## config.mk

```make
export PLATFORM = sky130hd
export DESIGN_NAME = piso_tx
export DESIGN_NICKNAME = d
export VERILOG_FILES = /design/src/rtl/piso_tx.sv
export SDC_FILE = /design/constraint.sdc
export NUM_CORES = 1
export LEC_CHECK = 0
export ABC_AREA = 1
export CAP_MARGIN = 20
export CORE_AREA = 2 2 39 41
export DETAILED_ROUTE_END_ITERATION = 7
export DIE_AREA = 0 0 41 43
export HOLD_SLACK_MARGIN = 0.08
export PLACE_DENSITY = 0.74
export SLEW_MARGIN = 10
export SYNTH_ARGS = -nofsm -noshare
export SYNTH_HDL_FRONTEND = slang
export SYNTH_SLANG_ARGS = --single-unit
export TNS_END_PERCENT = 5
```

## constraint.sdc

```tcl
create_clock -name clk -period 1.3 [get_ports clk]
set_input_delay 0.26 -clock clk [delete_from_list [all_inputs] [get_ports clk]]
set_output_delay 0.26 -clock clk [all_outputs]
set_load 0.01 [all_outputs]
```

## src/rtl/piso_tx.sv

```systemverilog
// piso_tx: parallel-in serial-out transmitter, LSB first, with a one-word holding register
// so back-to-back words stream without idle cycles.
module piso_tx #(
    parameter int WIDTH = 4
) (
    input  logic             clk,
    input  logic             rst,
    input  logic             enb,
    input  logic [WIDTH-1:0] in_data,
    input  logic             in_valid,
    output logic             in_ready,
    output logic             ser_out,
    output logic             ser_en,
    output logic             busy
);
    localparam int CW = $clog2(WIDTH);
    typedef enum logic {IDLE, SHIFT} state_t;
    state_t state, state_n;
    logic [WIDTH-1:0] hold, hold_n, shreg, shreg_n;
    logic hold_full, hold_full_n, last, load;
    logic [CW-1:0] cnt, cnt_n;
    assign in_ready = enb & ~hold_full;
    assign last     = cnt == CW'(WIDTH - 1);
    // a held word moves into the shifter when idle or on the final bit of the current word
    assign load     = enb & hold_full & ((state == IDLE) | last);
    assign ser_out  = shreg[0];
    assign ser_en   = (state == SHIFT) & enb;
    assign busy     = (state == SHIFT) | hold_full;
    always_comb begin
        state_n     = state;
        hold_n      = hold;
        hold_full_n = hold_full;
        shreg_n     = shreg;
        cnt_n       = cnt;
        if (enb) begin
            if (state == SHIFT && !last) begin
                shreg_n = shreg >> 1;
                cnt_n   = cnt + 1'b1;
            end
            if (state == SHIFT && last) state_n = IDLE;
            if (load) begin
                shreg_n     = hold;
                cnt_n       = '0;
                hold_full_n = 1'b0;
                state_n     = SHIFT;
            end
            if (in_valid & in_ready) begin
                hold_n      = in_data;
                hold_full_n = 1'b1;
            end
        end
    end
    always_ff @(posedge clk) begin
        if (rst) begin
            state     <= IDLE;
            hold      <= '0;
            hold_full <= 1'b0;
            shreg     <= '0;
            cnt       <= '0;
        end else begin
            state     <= state_n;
            hold      <= hold_n;
            hold_full <= hold_full_n;
            shreg     <= shreg_n;
            cnt       <= cnt_n;
        end
    end
endmodule

```

After elaboration in Yosys (flattened, before gate mapping)
Index checks and enable logic that the tools add are counted.
Word-level totals
  flip-flop bits (word level): 12
  bits of input ports: 8
  output and inout port bits: 4
  word-level logic and storage cells: 34
Operators by class
  add/sub/neg operators: 1
  eq/ne operators: 1
  muxes and demuxes: 8
  bitwise gates (word level): 9
  reduce and logical (&&, ||, !) cells: 10
Operator list (number)
  4-bit 2-to-1 mux: 2
  2-bit AND reduction: 4
  2-bit nonzero test: 3
  1-bit bitwise AND: 5
  1-bit 2-to-1 mux: 4
  2-bit 2-to-1 mux: 2
  2-bit by 1-bit adder with 2-bit output, second input constant: 1
  2-bit == test, second input constant: 1
  1-bit logical AND: 2
  1-bit NOT: 2
  1-bit bitwise OR: 2
  1-bit logical NOT: 1

Depth between registers and ports, before layout
  depth after elaboration: 5
  depth in mapped cells: 8

Worst setup path before layout
No wires, ideal clock.
  kind: register to register
  from: register cnt[0]
  to: register shreg[0]
  library setup time: 0.109 ns
  arrival: 0.966 ns
  required time: 1.191 ns
  setup slack: 0.225 ns
  cell stages (with the launch flop): 8
  path buffers: 0
  clock period less this slack: 1.075 ns
  cell sequence: dfxtp_1 > ha_1 > inv_1 > nand3_2 > nand2_1 > nand3_1 > nand2_1 > inv_1
On the way
  word-level cells in the longest chain between the ends: 5
RTL lines
  from (decl): RTL line 21  | logic [CW-1:0] cnt, cnt_n;
  from (signal assigned): RTL line 65  | cnt <= cnt_n;
  2-bit == test (*): RTL line 23  | assign last = cnt == CW'(WIDTH - 1);
  1-bit bitwise OR or 1-bit logical NOT (tied branches): RTL line 25, 36
  1-bit bitwise AND or 1-bit logical AND (tied branches): RTL line 25, 36
  2-bit nonzero test (no source line)
  2-bit AND reduction (no source line)
  to (signal assigned): RTL line 64  | shreg <= shreg_n;
  to (decl): RTL line 19  | logic [WIDTH-1:0] hold, hold_n, shreg, shreg_n;
Every way passes the cells marked *; elsewhere a longest branch is shown, timed or not.
A chain may end at the register's enable or synchronous reset.

Final worst setup path
  from: register hold_full
  to: output busy
On the way
  word-level cells in the longest chain between the ends: 1
RTL lines
  from (decl): RTL line 20  | logic hold_full, hold_full_n, last, load;
  from (signal assigned): RTL line 63  | hold_full <= hold_full_n;
  1-bit bitwise OR: RTL line 28  | assign busy = (state == SHIFT) | hold_full;
  to (decl): RTL line 14  | output logic busy
No other way between the ends.

==> metrics.txt <==
syn_nets 90; Routed wire per std cell 9.78 µm; P&R area growth vs syn 35.3%; Slew HR 0.873; pin count of the biggest net entering global routing 9; buffers from clock root to sink, at most 2; via/cell ratio 4.91; R2R cell count 7; multi-input logic area 292 µm²; HPWL after DPL 881 µm; DRT antenna net count 0; hold path cells 2; Bufs and invs on worst path 1; antenna fix cells 0; reg2reg end shreg[2]$_SDFFE_PP0P_; worst hold endpoint hold[1]$_SDFFE_PP0P_; DP Worst Slack -0.420 ns; Max Cap Viol 0; P_leak 0.389 nW; Pwr Total 0.763 mW; most frequent cells in the layout nand2_1 (17), nand3_1 (16), inv_1 (11), dfxtp_1 (10); adder-cell share of the synthesized area 0.0213; first-pass GRT wire length 1930 µm; internal power 0.563 mW; grt total ovfl 0; syn_area_per_cell 7.26 µm²; mux cell area share after synthesis 0; Peak VDD IR 726 µV; commonest non-fill, non-tap cell in the layout nand2_1; Worst Hold Class flip-flop to flip-flop; Final WS setup 0.0650 ns; complex-gate fraction of the synthesized area 0.104; CTS sink count 12; Post-Synth Simple-Gate Area 0.353; register area share after synthesis 0.409; critical path fanouts, max 4; Via Count 574; Synth top area share 0.409; Starting Density 0.425; number of global-route vias before repair 504; Layout Nets 112; CP max stage cell dfxtp_4; Critical Path Max Stage Delay 0.36 ns; I/O pins 12; chip height 43 µm; initial antenna violation count 0; Psw 0.199 mW; Global Route Usage Sum 0.163; CP Cell Sequence or2_1, clkbuf_2; number of setup buffers added after CTS 0; Initial DRC Count 2; synthesized flop and latch total 12; Reg clk slew, reported paths 0.07 ns; power per cell area 959 nW/µm²; Post-Synth XOR/XNOR Area 0; yosys warns 0; Clk network pwr share 0.292; setup slack, reg-to-reg 0.15 ns; clock latency on the worst-skew pair 0.26 ns; port buffer count 11; CP top delay family flip-flops; Core Region 1380 µm²; Post-Syn Instances 81; Tmin final 1.23 ns; min-delay src hold[1]$_SDFFE_PP0P_; WP depth 2; period utilization 0.950; RR Startpoint cnt[0]$_SDFFE_PP0P_; CP startpoint kind flip-flop; Final Hold Fails 0; Sequential Power Share 0.521; endpoints failing setup 0; Die X 41 µm; synthesized area 588 µm²; clock skew 0.00125 ns; DRC 0; largest family of logic cells by synthesized area simple AND/OR/NAND/NOR gates; critical path type flip-flop to primary output; leading area contributor after synthesis dfxtp_1; final WL 1140 µm; Worst Tran Pin Value 0.191 ns; CP arrival 0.97 ns; CTS Buf Count 3; critical path capture point type primary output; number of library cell types mapped by synthesis 20; FP Rows 14; Fillers 146; die area 1760 µm²; Area contributors post-synth dfxtp_1 (41%), nand3_1 (14%), nand2_1 (11%), inv_1 (7.7%), a21oi_1 (6.0%); clock root buffer clkbuf_4; H-tree depth 1; fraction of layout cells with a size suffix above 1 0.238; Required @ worst endpoint 1.04 ns; Fmax 810 MHz; Seq. cell area 245 µm²; CTS tree built; switching part of the total power 0.261; drt first pass iters 4; status finished, final reports clean; combinational power share 0.187; Slew Limit Fails 0; GPL Wtd Cong 0.751; RSZ-0062 raised after global routing false
cell usage after synthesis:
cell,count
a21boi_1,1
a21oi_1,7
a21oi_2,1
clkbuf_2,1
clkinv_1,1
clkinv_4,1
dfxtp_1,12
ha_1,1
inv_1,12
inv_2,1
nand2_1,18
nand2_2,1
nand2_4,2
nand3_1,16
nand3_2,1
nor2_1,1
nor2_4,1
o21ai_0,1
o21ai_1,1
or2_1,1
layout make-up:
class                      count  share of cell area
multi-input combinational     53               0.366
sequential                    12               0.308
timing repair buffer          18               0.195
inverter                      15              0.0770
clock buffer                   3              0.0283
tap                           16              0.0252
power by group through the flow:
stage	clock network (mW)	logic [mW]	registers (mW)
global route	0.251	0.158	0.400
floorplan	0	0.0737	0.406
CTS	0.234	0.142	0.398
detailed placement	0	0.148	0.406
finish	0.223	0.142	0.398
global placement	0	0.145	0.405
worst register-to-register path, delay by kind of cell (launching register included):
family	cells	cell delay (ns)
and+or+nand+nor	4	0.39
buffers and inverters	2	0.13
DFF	1	0.33
adders and majority gates	1	0.21
how the worst max path moves through the flow:
stage,endpoint,start,slack [ns]
after CTS,busy,hold_full$_SDFFE_PP0P_,-0.09
final,busy,hold_full$_SDFFE_PP0P_,0.07
after global routing,ser_en,state$_SDFFE_PP0P_,0.02
after floorplan,shreg[0]$_SDFFE_PP0P_,cnt[0]$_SDFFE_PP0P_,0.23
after global placement,in_ready,enb,-0.43
after detailed placement,in_ready,enb,-0.42
what timing repair did:
| item | CTS | global route |
|---|---|---|
| resized for setup | 8 | 7 |
| endpoints found under the setup margin | 4 | 5 |
| cloned | 0 | 0 |
| hold buffers | 0 | 0 |
state kept, by name, indices dropped and copies added (netlist names):
signal	flops
shreg	4
hold_full	1
cnt	2
hold	4
state	1
kinds of logic (layout without fill, tap and decap cells):
family,Yosys count,count (layout)
DFF,12,12
buffers and inverters,16,36
AOI/OAI and AO/OA,11,11
adders and majority gates,1,1
and+or+nand+nor,41,41
per-layer routing:
metal | wire [µm] | vias to the layer above | track usage
met5 | 0 | - | 0
met4 | 12 | 0 | 0.100
met3 | 46 | 2 | 0.0471
met2 | 555 | 12 | 0.247
met1 | 530 | 259 | 0.191
li1 | - | 301 | -
through the flow:
step	cells	TNS, ns	hold WS [ns]	util	instance area (µm²)
after global placement	114	-2.32	0.454	0.553	766
after floorplan	81	0	0.424	-	588
after global routing	117	0	0.491	0.575	796
final	117	0	0.467	0.575	796
after CTS	117	-0.0883	0.467	0.568	786
after detailed placement	114	-2.48	0.457	0.553	766
No activity file was read; power rests on OpenSTA's default activity.
